--- src/rtl/full_adder_core_if.sv ---
// Operand/result bundle for full_adder_core: operands and qualifier in, flags and carry-event count out.
interface full_adder_core_if #(
  parameter int WIDTH = 1,
  parameter int CNT_W = 8
);
  logic [WIDTH-1:0] a;
  logic [WIDTH-1:0] b;
  logic             c_in;
  logic             in_valid;
  logic [WIDTH-1:0] s;
  logic             c_out;
  logic             ovf;
  logic             zero;
  logic             out_valid;
  logic [CNT_W-1:0] carry_cnt;

  modport master (
    output a, b, c_in, in_valid,
    input  s, c_out, ovf, zero, out_valid, carry_cnt
  );

  modport slave (
    input  a, b, c_in, in_valid,
    output s, c_out, ovf, zero, out_valid, carry_cnt
  );
endinterface

--- src/rtl/full_adder_core.sv ---
// Ripple-carry adder with overflow/zero flags and a saturating carry-out event counter.
// FULL_ADDER_CORE_PIPE_EN adds a 1-cycle register on the results; otherwise 0-cycle latency, no backpressure.
module full_adder_core #(
  parameter int WIDTH = 1,
  parameter int CNT_W = 8
) (
  input logic              clk,
  input logic              rst,
  full_adder_core_if.slave bus
);

  logic [WIDTH:0]   c;
  logic [WIDTH-1:0] sum;
  logic             ovf_comb;
  logic             zero_comb;
  logic             count_evt;
  logic [CNT_W-1:0] carry_cnt_q;

  assign c[0] = bus.c_in;

  for (genvar i = 0; i < WIDTH; i++) begin : g_bit
    assign sum[i]   = bus.a[i] ^ bus.b[i] ^ c[i];
    assign c[i+1]   = (bus.a[i] & bus.b[i]) | (c[i] & (bus.a[i] ^ bus.b[i]));
  end

  // Signed overflow: carry into the MSB disagrees with carry out of it.
  assign ovf_comb  = c[WIDTH] ^ c[WIDTH-1];
  assign zero_comb = ~|sum;

`ifdef FULL_ADDER_CORE_PIPE_EN
  logic [WIDTH-1:0] s_q;
  logic             c_out_q;
  logic             ovf_q;
  logic             zero_q;
  logic             out_valid_q;

  always_ff @(posedge clk) begin
    if (rst) begin
      s_q         <= '0;
      c_out_q     <= 1'b0;
      ovf_q       <= 1'b0;
      zero_q      <= 1'b0;
      out_valid_q <= 1'b0;
    end else begin
      s_q         <= sum;
      c_out_q     <= c[WIDTH];
      ovf_q       <= ovf_comb;
      zero_q      <= zero_comb;
      out_valid_q <= bus.in_valid;
    end
  end

  assign bus.s         = s_q;
  assign bus.c_out     = c_out_q;
  assign bus.ovf       = ovf_q;
  assign bus.zero      = zero_q;
  assign bus.out_valid = out_valid_q;
  // The counter sees the result one edge after it is presented.
  assign count_evt     = out_valid_q & c_out_q;
`else
  assign bus.s         = sum;
  assign bus.c_out     = c[WIDTH];
  assign bus.ovf       = ovf_comb;
  assign bus.zero      = zero_comb;
  assign bus.out_valid = bus.in_valid & ~rst;
  assign count_evt     = bus.in_valid & c[WIDTH];
`endif

  always_ff @(posedge clk) begin
    if (rst) begin
      carry_cnt_q <= '0;
    end else if (count_evt && (carry_cnt_q != {CNT_W{1'b1}})) begin
      carry_cnt_q <= carry_cnt_q + {{(CNT_W-1){1'b0}}, 1'b1};
    end
  end

  assign bus.carry_cnt = carry_cnt_q;

endmodule

--- src/flat_wrapper.sv ---
// flat-port wrapper written by rule: the top's interface ports become plain ports
module full_adder_core_flat 
#(
  parameter int WIDTH = 1,
  parameter int CNT_W = 8
)
  (clk, rst, bus_a, bus_b, bus_c_in, bus_in_valid, bus_s, bus_c_out, bus_ovf, bus_zero, bus_out_valid, bus_carry_cnt);
  full_adder_core_if #(.WIDTH(WIDTH), .CNT_W(CNT_W)) bus_i ();
  input logic clk;
  input logic rst;
  input wire logic [$bits(bus_i.a)-1:0] bus_a;
  input wire logic [$bits(bus_i.b)-1:0] bus_b;
  input wire logic [$bits(bus_i.c_in)-1:0] bus_c_in;
  input wire logic [$bits(bus_i.in_valid)-1:0] bus_in_valid;
  output wire logic [$bits(bus_i.s)-1:0] bus_s;
  output wire logic [$bits(bus_i.c_out)-1:0] bus_c_out;
  output wire logic [$bits(bus_i.ovf)-1:0] bus_ovf;
  output wire logic [$bits(bus_i.zero)-1:0] bus_zero;
  output wire logic [$bits(bus_i.out_valid)-1:0] bus_out_valid;
  output wire logic [$bits(bus_i.carry_cnt)-1:0] bus_carry_cnt;
  assign bus_i.a = bus_a;
  assign bus_i.b = bus_b;
  assign bus_i.c_in = bus_c_in;
  assign bus_i.in_valid = bus_in_valid;
  assign bus_s = bus_i.s;
  assign bus_c_out = bus_i.c_out;
  assign bus_ovf = bus_i.ovf;
  assign bus_zero = bus_i.zero;
  assign bus_out_valid = bus_i.out_valid;
  assign bus_carry_cnt = bus_i.carry_cnt;
  full_adder_core #(.WIDTH(WIDTH), .CNT_W(CNT_W)) u_core (.clk(clk), .rst(rst), .bus(bus_i));
endmodule
--- config.mk ---
export PLATFORM = sky130hd
export DESIGN_NAME = full_adder_core_flat
export DESIGN_NICKNAME = d
export VERILOG_FILES = /design/src/rtl/full_adder_core_if.sv /design/src/rtl/full_adder_core.sv /design/src/flat_wrapper.sv
export SDC_FILE = /design/constraint.sdc
export NUM_CORES = 1
export LEC_CHECK = 0
export ABC_CLOCK_PERIOD_IN_PS = 1600
export BUFFER_PORTS_ARGS = -buffer_cell sky130_fd_sc_hd__buf_4
export CORE_AREA = 2 2 39 41
export CTS_CLUSTER_DIAMETER = 30
export CTS_CLUSTER_SIZE = 8
export DETAILED_ROUTE_END_ITERATION = 8
export DIE_AREA = 0 0 41 43
export SYNTH_ARGS = -nofsm -noshare
export SYNTH_HDL_FRONTEND = slang
export SYNTH_SLANG_ARGS = --single-unit
--- constraint.sdc ---
create_clock -name clk -period 1.6 [get_ports clk]
set_input_delay 0.16 -clock clk [delete_from_list [all_inputs] [get_ports clk]]
set_output_delay 0.16 -clock clk [all_outputs]
set_load 0.05 [all_outputs]
==> flow_metrics.py, run 1 <==
metrics = {
    "clock_network": {
        "cts_resized": 0,
        "cts_sinks": 8,
        "clock_latency_ps": 260,
        "root_buffer": "clkbuf_4",
        "htreeDepth": 1,
        "clkTransAtPathRegs_ps": 60,
        "cts_setup_buffers": 0,
        "numCtsBuffers": 3,
        "cts.path.max_buffers": 2,
        "cts_tree": "done",
        "cts_hold_buf": 0,
    },
    "synth": {
        "ys_types": 27,
        "synth_edf_count": 0,
        "synth_area_leader_cell": "dfxtp_1",
        "syn_avg_cell_area_um2": 9.23,
        "synth.most_common_cell": "dfxtp_1",
        "ys_ff_latch": 8,
        "synth_top_area_share_pct": 32.7,
        "synth-async-reset-ratio_pct": 0,
        "yosys_warnings": 0,
        "synth.top_cells.by_count": "dfxtp_1, a211oi_1, a21oi_1",
        "seq_area_frac_synth_pct": 32.7,
        "yosys-top-cells-area": "dfxtp_1, a211oi_1, a21oi_1, fa_1, nor2b_1",
        "netlist_instances": 53,
        "synth-main-ff-cell": "dfxtp_1",
        "syn-num-nets": 61,
        "syn-cell-area_um2": 489,
    },
    "pwr": {
        "swShare_pct": 34.2,
        "clock_power_share_pct": 32.0,
        "power.leakage_nw": 0.258,
        "internal-power_w": 0.000337,
        "vdd_ir_drop_max_mv": 0.401,
        "p_switching_w": 0.000175,
        "p_seq_share_pct": 40.7,
        "p_comb_share_pct": 27.3,
        "power_density_nw_per_um2": 783,
    },
    "critical_path": {
        "cp_top_family": "flip-flops",
        "worstPathMaxFanout": 6,
        "r2r_start": "u_core.bus.carry_cnt[0]$_SDFFE_PP0P_",
        "worst-setup-path-type": "register to register",
        "cp-end-kind": "register",
        "startpoint_type": "register",
        "arrival_ps": 1610,
        "crit_buf_inv": 0,
        "worstPathRequired_ps": 1750,
        "worst_path_max_delay_cell": "dfxtp_2",
        "worstSetupStartpoint": "u_core.bus.carry_cnt[0]$_SDFFE_PP0P_",
        "max_stage_delay_ps": 340,
        "worstPathCellList": "ha_1, and4_4, a21oi_2, mux2_4",
    },
    "route": {
        "route.vias.total": 478,
        "wire_per_inst_um": 12.8,
        "via_per_inst": 5.43,
        "routed_wirelength_um": 1130,
        "drc": 0,
        "postRouteAntennaNets": 0,
        "drtIter0Drc": 2,
        "dr.pass1.iters": 4,
    },
    "global_routing": {
        "grt-ovfl-total": 0,
        "grt_max_degree": 12,
        "antenna_found_initial": 0,
        "track_usage_pct": 15.7,
        "grt_pass1_wl_um": 1840,
        "grt_pass1_vias": 400,
    },
    "timing": {
        "hold_slack_ps": 158,
        "drv_slew": 0,
        "tightest_slew_ps": 303,
        "finalClockSkew_ps": 0.231,
        "final.period_utilization_pct": 91.2,
        "finalSetupTns_ps": 0,
        "rsz0062_at_grt": "false",
        "setup_viol": 0,
        "hold_viol_final": 0,
        "period_needed_ps": 1460,
        "max_freq_mhz": 686,
        "slew-limit-headroom_pct": 79.8,
    },
    "run": {
        "maxCapViolations": 0,
    },
    "floorplan": {
        "core_area_um2": 1380,
        "die_h_um": 43,
        "ios": 19,
        "num_rows": 14,
        "initial_core_util_pct": 35.4,
        "die_w_um": 41,
        "die_area_um2": 1760,
    },
    "final_layout": {
        "area_growth_pct": 33.8,
        "largest_reg_flops": 8,
        "nets": 82,
        "diodes": 0,
        "drive_gt1_share_pct": 41.7,
    },
    "placement": {
        "gp_congestion": 0.762,
        "dp_hpwl_um": 834,
        "port_buffers": 18,
    },
    "status": {
        "status": "completed",
    },
    "hold_path": {
        "min_path_type": "primary input to register",
        "hp-start": "rst",
    },
}
worst reg2reg max path: cells and delay by family, from the launching register on:
family | cells | cell delay (ps)
flops | 1 | 340
mux | 1 | 310
fa+ha+maj | 1 | 250
simple gates | 1 | 230
compound gates | 1 | 210
final cells by class:
class,instances,area (um2)
clock buffers,3,22.5
fillers,145,729
inverters,3,11.3
multi-input cells,40,303
flip-flops and latches,8,163
well taps,16,20.0
repair buffers,18,135
power by group through the flow:
| stage | Clock (W) | Sequential [W] | Combinational [W] |
|---|---|---|---|
| floorplan | 0 | 0.000224 | 0.0000908 |
| global placement | 0 | 0.000213 | 0.000141 |
| detailed placement | 0 | 0.000213 | 0.000141 |
| CTS | 0.000172 | 0.000209 | 0.000141 |
| global route | 0.000184 | 0.000209 | 0.000148 |
| finish | 0.000164 | 0.000209 | 0.000140 |
kinds of logic (layout without fill, tap and decap cells):
logic type	count (synthesis)	count (layout)	synth area share, %
and+or+nand+nor	22	22	27.9
xor gates and xnor gates	1	1	1.79
buffers and inverters	5	24	7.42
AOI/OAI and AO/OA	13	13	18.4
muxes	2	2	5.11
DFF	8	8	32.7
adders and majority gates	2	2	6.65
worst paths after layout:
kind	end	slack, ps	depth (start not counted)
worst max-delay path	u_core.bus.carry_cnt[0]$_SDFFE_PP0P_	140	4
worst min-delay path	u_core.bus.carry_cnt[6]$_SDFFE_PP0P_	160	2
worst min register to register	u_core.bus.carry_cnt[1]$_SDFFE_PP0P_	500	2
worst max register to register	u_core.bus.carry_cnt[0]$_SDFFE_PP0P_	140	4
per-stage QoR:
stage | util, % | setup WS, ps | area (um2) | std cells | total power, W
finish | 47.3 | 142 | 654 | 88 | 0.000512
global route | 47.3 | 81.9 | 654 | 88 | 0.000541
CTS | 47.3 | 124 | 654 | 88 | 0.000522
detailed placement | 45.7 | 140 | 632 | 85 | 0.000354
global placement | 45.7 | 150 | 632 | 85 | 0.000354
floorplan | - | 67.4 | 502 | 53 | 0.000315
per-layer routing:
metal  GRT usage [%]  up-vias  part of all wire (%)
li1                -      241                     -
met3            9.42        2                   5.6
met2            20.0       12                    45
met4            4.00        0                  0.88
met1            22.1      223                    48
met5               0        -                     0
cells in the final DEF, fill, tap and decap left out, types with 2 or more instances in the layout:
master    netlist  final
nor4_1          2      2
a211oi_1        5      5
nand3_1         2      2
inv_1           3      3
buf_4           0     18
nand2_1         3      3
nand2b_1        2      2
a21oi_1         4      4
nor3_1          2      2
and4_1          2      2
clkbuf_4        0      3
nor2b_1         3      3
dfxtp_2         0      2
dfxtp_1         8      6
nor2_1          2      2
Power figures use the tool's default switching activity.
==> run 2, diff against run 1 <==
--- a/config.mk
+++ b/config.mk
@@ -12,6 +12,8 @@
 export CTS_CLUSTER_SIZE = 8
 export DETAILED_ROUTE_END_ITERATION = 8
 export DIE_AREA = 0 0 41 43
+export MAX_ROUTING_LAYER = met4
+export SETUP_SLACK_MARGIN = 0.15
 export SYNTH_ARGS = -nofsm -noshare
 export SYNTH_HDL_FRONTEND = slang
 export SYNTH_SLANG_ARGS = --single-unit
==> flow_metrics.py, run 2 (synthesis results as in run 1) <==
metrics = {
    "status": {
        "status": "completed",
    },
    "timing": {
        "rsz0062_at_grt": "false",
        "period_needed_ps": 1380,
        "worst_slack_ps": 221,
        "finalClockSkew_ps": 9.83,
        "slew-limit-headroom_pct": 81.6,
        "final.period_utilization_pct": 86.2,
        "setup_viol": 0,
        "max_freq_mhz": 725,
        "drv_slew": 0,
        "tightest_slew_ps": 273,
        "hold_viol_final": 0,
        "finalSetupTns_ps": 0,
    },
    "final_layout": {
        "final_cells": 89,
        "drive_gt1_share_pct": 50.7,
        "fill_cells": 135,
        "multiInputGateArea_um2": 324,
        "layout_common_cells": "buf_4, dfxtp_2, a211oi_1, a21oi_1",
        "regArea_um2": 175,
        "final_common_cell": "buf_4",
        "area_growth_pct": 41.4,
        "nets": 82,
        "largest_reg_flops": 8,
        "postLayoutCellArea_um2": 692,
        "diodes": 0,
    },
    "critical_path": {
        "arrival_ps": 1530,
        "reg2reg_depth": 4,
        "startpoint_type": "register",
        "worstPathMaxFanout": 6,
        "reg2reg_to": "u_core.bus.carry_cnt[0]$_SDFFE_PP0P_",
        "worstPathRequired_ps": 1750,
        "worst-setup-path-type": "register to register",
        "cp-end-kind": "register",
        "rrSetupSlack_ps": 220,
        "r2r_start": "u_core.bus.carry_cnt[0]$_SDFFE_PP0P_",
    },
    "clock_network": {
        "cts_setup_buffers": 0,
        "htreeDepth": 1,
        "cts_hold_buf": 0,
        "numCtsBuffers": 3,
        "clkTransAtPathRegs_ps": 60,
        "cts_tree": "done",
        "root_buffer": "clkbuf_4",
        "cts_resized": 0,
        "cts.path.max_buffers": 2,
        "clock_latency_ps": 260,
        "cts_sinks": 8,
    },
    "hold_path": {
        "hold-path-endpoint": "u_core.bus.carry_cnt[5]$_SDFFE_PP0P_",
        "min_path_cells": 2,
        "hp-start": "rst",
        "min_path_type": "primary input to register",
    },
    "placement": {
        "gp_congestion": 0.839,
        "place_inst": 85,
        "port_buffers": 18,
        "dp_hpwl_um": 814,
        "postPlaceCellArea_um2": 656,
        "dp_slack_ps": 117,
    },
    "route": {
        "via_per_inst": 5.07,
        "postRouteAntennaNets": 0,
        "routed_wirelength_um": 1100,
        "drtIter0Drc": 11,
        "route.vias.total": 451,
        "drc": 0,
        "wire_per_inst_um": 12.3,
        "dr.pass1.iters": 4,
    },
    "floorplan": {
        "core_area_um2": 1380,
        "die_w_um": 41,
        "die_h_um": 43,
        "num_rows": 14,
        "ios": 19,
        "die_area_um2": 1760,
        "initial_core_util_pct": 35.4,
    },
    "global_routing": {
        "grt_max_degree": 12,
        "antenna_found_initial": 0,
        "grt_pass1_wl_um": 1840,
        "track_usage_pct": 16.0,
        "grt-ovfl-total": 0,
        "grt_pass1_vias": 434,
    },
    "pwr": {
        "vdd_ir_drop_max_mv": 0.627,
        "power.leakage_nw": 0.263,
        "power_density_nw_per_um2": 755,
    },
    "run": {
        "maxCapViolations": 0,
    },
}
==> run 2: critical path: stages, from the launching register on <==
cell and delay, ps:
dfxtp_4 360, ha_2 200, and4_4 220, a21oi_4 180, mux2_4 310
==> run 2: per-stage QoR <==
stage | hold slack (ps) | total power (W) | utilization (%)
floorplan | 367 | 0.000317 | -
global placement | 420 | 0.000358 | 47.4
detailed placement | 416 | 0.000358 | 47.4
CTS | 143 | 0.000527 | 49.3
global route | 146 | 0.000548 | 50.0
finish | 141 | 0.000522 | 50.0
==> run 2: final cells by class <==
class | count | share of cell area (%)
Clock buffer | 4 | 3.80
Inverter | 3 | 1.63
Multi-Input combinational cell | 40 | 46.8
Sequential cell | 8 | 25.3
Tap cell | 16 | 2.89
Timing Repair Buffer | 18 | 19.5
==> run 2: worst max-delay path by stage <==
stage	endpoint	cells after the start	slack, ps	from
final	u_core.bus.carry_cnt[0]$_SDFFE_PP0P_	4	220	u_core.bus.carry_cnt[0]$_SDFFE_PP0P_
after global routing	u_core.bus.carry_cnt[0]$_SDFFE_PP0P_	4	190	u_core.bus.carry_cnt[0]$_SDFFE_PP0P_
after CTS	u_core.bus.carry_cnt[0]$_SDFFE_PP0P_	4	150	u_core.bus.carry_cnt[0]$_SDFFE_PP0P_
after detailed placement	u_core.bus.carry_cnt[7]$_SDFFE_PP0P_	5	120	bus_c_in
after global placement	u_core.bus.carry_cnt[7]$_SDFFE_PP0P_	5	120	bus_c_in
after floorplan	u_core.bus.carry_cnt[0]$_SDFFE_PP0P_	4	150	u_core.bus.carry_cnt[0]$_SDFFE_PP0P_
==> run 2: power breakdown <==
group	switching, W	total [W]	internal [W]
registers	0.00000510	0.000207	0.000202
logic	0.0000968	0.000148	0.0000512
clock network	0.0000714	0.000167	0.0000956
total	0.000173	0.000522	0.000349
==> run 2: metal layers <==
metal	part of all wire [%]	wire length [um]	vias to the layer above	GRT usage, %
li1	-	-	239	-
met1	43	477	197	20.9
met2	49	535	13	20.6
met3	6.6	73	2	9.42
met4	1.2	13	0	4.67
met5	0	0	-	-
==> run 3, diff against run 2 <==
--- a/config.mk
+++ b/config.mk
@@ -8,6 +8,7 @@
 export ABC_CLOCK_PERIOD_IN_PS = 1600
 export BUFFER_PORTS_ARGS = -buffer_cell sky130_fd_sc_hd__buf_4
 export CORE_AREA = 2 2 39 41
+export CTS_BUF_LIST = sky130_fd_sc_hd__clkbuf_8
 export CTS_CLUSTER_DIAMETER = 30
 export CTS_CLUSTER_SIZE = 8
 export DETAILED_ROUTE_END_ITERATION = 8
==> flow_metrics.py, run 3 (synthesis results as in run 1) <==
metrics = {
    "critical_path": {
        "crit_buf_inv": 0,
        "worst-setup-path-type": "register to register",
        "cp-end-kind": "register",
        "worst_path_max_delay_cell": "dfxtp_4",
        "cp_top_family": "flip-flops",
        "startpoint_type": "register",
        "worstPathRequired_ps": 1720,
        "worstPathCellList": "ha_2, and4_4, a21oi_4, mux2_4",
        "arrival_ps": 1500,
        "max_stage_delay_ps": 350,
        "worstPathMaxFanout": 6,
    },
    "run": {
        "maxCapViolations": 0,
    },
    "route": {
        "dr.pass1.iters": 4,
        "wire_per_inst_um": 12.5,
        "routed_wirelength_um": 1110,
        "via_per_inst": 5.24,
        "drtIter0Drc": 17,
        "drc": 0,
        "route.vias.total": 466,
        "postRouteAntennaNets": 0,
    },
    "pwr": {
        "vdd_ir_drop_max_mv": 0.624,
        "power_density_nw_per_um2": 857,
        "power.leakage_nw": 0.275,
    },
    "clock_network": {
        "cts.path.max_buffers": 2,
        "cts_setup_buffers": 0,
        "cts_sinks": 8,
        "clkTransAtPathRegs_ps": 50,
        "cts_resized": 0,
        "numCtsBuffers": 3,
        "htreeDepth": 1,
        "root_buffer": "clkbuf_8",
        "cts_tree": "done",
        "cts_hold_buf": 0,
        "clock_latency_ps": 230,
    },
    "timing": {
        "finalSetupTns_ps": 0,
        "tightest_slew_ps": 267,
        "finalClockSkew_ps": 6.03,
        "period_needed_ps": 1380,
        "max_freq_mhz": 726,
        "hold_viol_final": 0,
        "slew-limit-headroom_pct": 82.0,
        "final.period_utilization_pct": 86.1,
        "drv_slew": 0,
        "setup_viol": 0,
        "rsz0062_at_grt": "false",
    },
    "floorplan": {
        "initial_core_util_pct": 35.4,
        "num_rows": 14,
        "ios": 19,
        "die_w_um": 41,
        "die_area_um2": 1760,
        "core_area_um2": 1380,
        "die_h_um": 43,
    },
    "placement": {
        "port_buffers": 18,
        "gp_congestion": 0.839,
        "dp_hpwl_um": 814,
        "postPlaceCellArea_um2": 656,
    },
    "final_layout": {
        "drive_gt1_share_pct": 50.7,
        "layout_common_cells": "buf_4, dfxtp_2, a211oi_1, inv_1, a21oi_1",
        "final_common_cell": "buf_4",
        "diodes": 0,
        "postLayoutCellArea_um2": 711,
        "area_growth_pct": 45.3,
        "final_util_pct": 51.4,
        "largest_reg_flops": 8,
        "nets": 82,
    },
    "global_routing": {
        "grt_max_degree": 12,
        "grt_pass1_wl_um": 1810,
        "grt_pass1_vias": 432,
        "grt-ovfl-total": 0,
        "track_usage_pct": 15.8,
        "antenna_found_initial": 0,
    },
    "status": {
        "status": "completed",
    },
    "hold_path": {
        "min_path_type": "primary input to register",
    },
}
-- run 3: changes by cell type in the layout (fill, tap and decap cells not counted) --
cell,delta
clkbuf_4,-3
inv_1,+1
clkbuf_8,+3
clkbuf_1,-1
-- run 3: metrics by stage --
stage | instances | power [W] | hold WS [ps] | setup WS [ps]
CTS | 89 | 0.000610 | 175 | 158
global placement | 85 | 0.000358 | 420 | 123
floorplan | 53 | 0.000317 | 367 | 152
detailed placement | 85 | 0.000358 | 416 | 117
finish | 89 | 0.000609 | 172 | 222
global route | 89 | 0.000632 | 183 | 200
-- run 3: layout make-up --
type	count	area, um2
Clock buffer	3	41.3
Sequential cell	8	175
Tap cell	16	20.0
Fill cell	135	673
Timing Repair Buffer	18	135
Inverter	3	11.3
Multi-Input combinational cell	40	324
Clock inverter	1	3.75
-- run 3: where the power goes --
| part | switching [W] | total (W) | internal, W |
|---|---|---|---|
| registers | 0.00000539 | 0.000208 | 0.000203 |
| clock network | 0.0000861 | 0.000253 | 0.000167 |
| logic | 0.0000966 | 0.000148 | 0.0000512 |
| total | 0.000188 | 0.000609 | 0.000421 |
-- run 3: path summary, 6_finish.rpt --
path                                                           start                              endpoint  slack [ps]  depth (start not counted)
worst max-delay path            u_core.bus.carry_cnt[0]$_SDFFE_PP0P_  u_core.bus.carry_cnt[0]$_SDFFE_PP0P_         220                          4
worst min register to register  u_core.bus.carry_cnt[7]$_SDFFE_PP0P_  u_core.bus.carry_cnt[7]$_SDFFE_PP0P_         480                          1
worst min-delay path                                             rst  u_core.bus.carry_cnt[5]$_SDFFE_PP0P_         170                          2
worst max register to register  u_core.bus.carry_cnt[0]$_SDFFE_PP0P_  u_core.bus.carry_cnt[0]$_SDFFE_PP0P_         220                          4
-- run 3: layer usage --
metal	vias to the layer above	part of all wire [%]	wire length, um	global-route usage (%)
met5	-	0	0	-
met4	0	0	0	4.00
met3	0	7.7	85	9.42
li1	239	-	-	-
met1	211	42	464	20.6
met2	16	50	559	20.6
